==> src/rtl/behave_adder.sv <==
// behave_adder: registered unsigned add/subtract with carry/borrow, sticky
// carry flag and saturating accepted-operation counter. One-cycle latency.
// Optional build macro BEHAVE_ADDER_SAT_EN: add results clamp to all ones on
// carry, subtract results clamp to zero on borrow.
module behave_adder #(
  parameter int unsigned WIDTH = 2,
  parameter int unsigned CNT_W = 8
) (
  input  logic             clk,
  input  logic             rst,
  input  logic [WIDTH-1:0] a,
  input  logic [WIDTH-1:0] b,
  input  logic             in_valid,
  input  logic             sub,
  input  logic             clr_flags,
  output logic [WIDTH-1:0] sum,
  output logic             carry,
  output logic             out_valid,
  output logic             carry_sticky,
  output logic [CNT_W-1:0] op_count
);

  localparam int unsigned EXT_W = WIDTH + 1;
  localparam logic [CNT_W-1:0] CNT_MAX = {CNT_W{1'b1}};

  logic [WIDTH-1:0] sum_q, sum_d;
  logic             carry_q, carry_d;
  logic             out_valid_q, out_valid_d;
  logic             sticky_q, sticky_d;
  logic [CNT_W-1:0] cnt_q, cnt_d;

  logic [EXT_W-1:0] raw_c;
  logic [WIDTH-1:0] res_c;
  logic             cy_c;

  // Arithmetic core: bit WIDTH of the extended result is carry (add) or borrow (sub)
  always_comb begin
    raw_c = '0;
    res_c = '0;
    cy_c  = 1'b0;
    if (sub) begin
      raw_c = EXT_W'({1'b0, a}) - EXT_W'({1'b0, b});
    end else begin
      raw_c = EXT_W'({1'b0, a}) + EXT_W'({1'b0, b});
    end
    cy_c  = raw_c[WIDTH];
    res_c = raw_c[WIDTH-1:0];
`ifdef BEHAVE_ADDER_SAT_EN
    if (cy_c) begin
      res_c = sub ? '0 : {WIDTH{1'b1}};
    end
`endif
  end

  // Next-state: result hold/load, clear-then-apply for flags and counter
  always_comb begin
    sum_d       = sum_q;
    carry_d     = carry_q;
    out_valid_d = 1'b0;
    sticky_d    = clr_flags ? 1'b0 : sticky_q;
    cnt_d       = clr_flags ? '0 : cnt_q;
    if (in_valid) begin
      sum_d       = res_c;
      carry_d     = cy_c;
      out_valid_d = 1'b1;
      sticky_d    = sticky_d | cy_c;
      if (cnt_d != CNT_MAX) begin
        cnt_d = cnt_d + CNT_W'(1);
      end
    end
  end

  // State register with synchronous reset overriding every other input
  always_ff @(posedge clk) begin
    if (rst) begin
      sum_q       <= '0;
      carry_q     <= 1'b0;
      out_valid_q <= 1'b0;
      sticky_q    <= 1'b0;
      cnt_q       <= '0;
    end else begin
      sum_q       <= sum_d;
      carry_q     <= carry_d;
      out_valid_q <= out_valid_d;
      sticky_q    <= sticky_d;
      cnt_q       <= cnt_d;
    end
  end

  assign sum          = sum_q;
  assign carry        = carry_q;
  assign out_valid    = out_valid_q;
  assign carry_sticky = sticky_q;
  assign op_count     = cnt_q;

endmodule

==> config.mk <==
export PLATFORM = sky130hd
export DESIGN_NAME = behave_adder
export DESIGN_NICKNAME = d
export VERILOG_FILES = /design/src/rtl/behave_adder.sv
export SDC_FILE = /design/constraint.sdc
export NUM_CORES = 1
export LEC_CHECK = 0
export CORE_UTILIZATION = 40
export CTS_CLUSTER_DIAMETER = 30
export CTS_CLUSTER_SIZE = 25
export DETAILED_ROUTE_END_ITERATION = 10
export MAX_ROUTING_LAYER = met4
export PLACE_DENSITY = 0.76
export SYNTH_ARGS = -nofsm -noshare
export SYNTH_HDL_FRONTEND = slang
export SYNTH_SLANG_ARGS = --single-unit
==> constraint.sdc <==
create_clock -name clk -period 3.4 [get_ports clk]
set_clock_uncertainty 0.15 [all_clocks]
set_input_delay 0.85 -clock clk [delete_from_list [all_inputs] [get_ports clk]]
set_output_delay 0.85 -clock clk [all_outputs]
set_load 0.05 [all_outputs]
==> results_dict.tcl <==
set metrics [dict create \
    status "complete, no violations" \
    cp-start-kind "input port" \
    yosys.area.top_type_share_pct 36.1 \
    cts.hold.buffers_added 0 \
    route.detailed.drc 0 \
    clk_root_buffer_cell "clkbuf_4" \
    worst_slew_margin_rel_pct 66.0 \
    fillcell_total 138 \
    gpl.final_weighted_congestion 0.867 \
    via_count 648 \
    io_pins 22 \
    grt_max_degree 15 \
    wl_met2_um 660 \
    avgSynthCellArea_sq_um 9.12 \
    setup-tns-final_ns 0 \
    detail_route.wl_per_cell_um 11.7 \
    critical_path.reg2reg.endpoint "op_count[0]" \
    highest_layer "met4" \
    power_mw 0.328 \
    htree_num_levels 1 \
    final_hpwl_from_detailed_placement_mm 1.09 \
    timing.critical_path.to_type "flip-flop" \
    worst-endpoint-arrival_ns 2.64 \
    ys_top_cells_by_area "dfxtp_1, ha_1, mux2i_1" \
    ant_nets 0 \
    crit_path_end "carry" \
    syn_nets 92 \
    critPathKind "input port to flip-flop" \
    portBuffers 21 \
    clock_latency_on_the_worst_skew_pair_ns 0.28 \
    synth_ff_type "dfxtp_1" \
    cap_viol_max_count 0 \
    worstSetupStartpoint "b[1]" \
    p_leak_nw 0.379 \
    layout-area-overhead-vs-synth_pct 35.8 \
    drt_first_iter_violations 9 \
    cts_setup_buffers 0 \
    grt_setup_unrepaired "no" \
    path_delay_family "adder cells" \
    wire_length_of_the_first_global_routing_pass_mm 2.55 \
    post_synth_inst_count 79 \
    crit-reg2reg-launch "op_count[0]" \
    antenna_found_initial 0 \
    power-per-cell-area_nw_per_um2 336 \
    grt_remaining_overflow 0 \
    crit_path_top_delay_cell "clkdlybuf4s50_1" \
    timing.final.setup_violations 0 \
    synth_warnings 0 \
    via_per_inst 5.14 \
    tritoncts "yes" \
    min_period_over_period_pct 77.5 \
    yosys.area.top_type "dfxtp_1" \
    timing.critical_path.slowest_cell_delay_ns 0.48 \
    rows 14 \
    fp.dieH_um 44.4 \
    groute.usage.overall_pct 19.3 \
    worst_r2r_path_depth 5 \
    initial_core_util_pct 45.2 \
    synth_enable_flop_cells 0 \
    period_needed_ns 2.64 \
    share_of_post_route_cells_with_drive_strength_above_1_pct 7.84 \
    max_freq_ghz 0.379 \
    cts-resized-gates 0 \
    asyncSetResetFlopFracSynth_pct 0 \
    cts_buffers 3 \
    setup.reg_to_reg.worst_slack_ns 1.51 \
    min_path_type "flip-flop to flip-flop" \
    cp_max_fo 2 \
    worstMarginPinSlew_ns 0.508 \
    crit_path_cell_trace "clkdlybuf4s50_1, inv_1, ha_1, mux2i_1, fa_1, or3_1, nand3_1, a21oi_1" \
    ys_seq_area_share_pct 36.1 \
    ir_worst_vdd_mv 0.272 \
    cts.clk_slew.worst_paths_ns 0.07 \
    syn-cell-area_sq_um 721 \
    core-area_sq_um 1590 \
    critical_path_cell_count 8 \
    nets 116 \
    die_area_sq_um 1980 \
    synth.lib_cells_used.distinct 33 \
    insertedDiodeCount 0 \
    vias_in_the_first_global_route 605 \
    clock_sinks 13 \
    route.final.wire_length_mm 1.47 \
    report.final.slew_viol_count 0 \
    cts_max_path_buffers 2 \
    drt_first_pass_iters 4 \
    die_w_um 44.4 \
    register_bit_total_from_synthesis 13 \
    final-hold-violation-count 0 \
    route.layer.met1.wl_um 692 \
    met3_wirelength_um 62 \
    critical_path_required_ns 3.40 \
    cp_num_buf_inv 2 \
]
-- tightest hold or removal path: cells and delay by family (launching register included) --
family	cells	cell delay (ns)
and+or+nand+nor	1	0.06
AOI/OAI and AO/OA	1	0.06
DFF	1	0.31
-- kinds of logic after synthesis --
| logic type | Yosys count | synth area share (%) |
|---|---|---|
| muxes | 5 | 7.29 |
| DFF | 13 | 36.1 |
| adders and majority gates | 4 | 7.99 |
| and+or+nand+nor | 34 | 28.5 |
| AOI/OAI and AO/OA | 17 | 16.8 |
| buffers and inverters | 6 | 3.30 |
-- registers in the layout, indices dropped and copies added (netlist names) --
signal / cells
carry: 1
carry_sticky: 1
op_count: 8
out_valid: 1
sum: 2
-- layout by cell type (no fill, tap or decap), types with 3 or more instances in the layout --
cell,instances
clkdlybuf4s50_1,21
dfxtp_1,13
nor2_1,5
inv_1,4
nor2b_1,4
a21oi_1,4
nand3_1,4
nand2b_1,4
mux2i_1,3
and2b_1,3
nand2_1,3
ha_1,3
clkbuf_4,3
-- cell usage after synthesis, types with 2 or more instances --
cell type,number
and3_1,2
mux2_2,2
a311oi_1,2
and2b_1,3
nor2b_1,4
inv_1,4
nand2b_1,4
nor3_1,2
a31oi_1,2
mux2i_1,3
ha_1,3
nor2_1,5
dfxtp_1,13
nand2_1,3
nand3_1,4
a211oi_1,2
and4b_1,2
a21oi_1,4
-- where the power goes --
part           leakage, nW  total (mW)  switching [mW]  internal (mW)
sequential           0.106       0.162         0.00342          0.158
clock               0.0150      0.0974          0.0518         0.0456
combinational        0.257      0.0693          0.0395         0.0298
-- cell type report --
cell class                 instances  area [sq um]  share of cell area [%]
clock buffer                       4          26.3                    2.69
inverter                           4          15.0                    1.53
multi-input combinational         60           437                    44.6
sequential                        13           260                    26.6
tap                               24          30.0                    3.07
timing repair buffer              21           210                    21.5
-- layer usage --
metal	up-vias	track usage, %
met2	13	28.2
met5	-	-
met4	0	16.4
li1	335	-
met1	295	21.7
met3	5	4.90
-- through the flow --
stage / area, sq um / utilization (%) / std cells / hold slack, ns / setup slack [ns]
after floorplan: 721 / - / 79 / 0.544 / 1.07
after global placement: 952 / 59.7 / 122 / 0.310 / 0.483
after detailed placement: 952 / 59.7 / 122 / 0.314 / 0.452
after CTS: 978 / 61.4 / 126 / 0.327 / 0.756
after global routing: 978 / 61.4 / 126 / 0.377 / 0.664
final: 978 / 61.4 / 126 / 0.325 / 0.765
-- how the worst min path moves through the flow --
| stage | cells after the start | start | to |
|---|---|---|---|
| 2_1_floorplan | 2 | carry_sticky | carry_sticky |
| 3_5_place_dp | 2 | carry_sticky | carry_sticky |
| 4_1_cts | 2 | carry_sticky | carry_sticky |
| 5_1_grt | 2 | carry_sticky | carry_sticky |
| 3_3_place_gp | 2 | carry | carry |
| 6_report | 2 | carry_sticky | carry_sticky |
No activity file was read; power rests on OpenSTA's default activity.
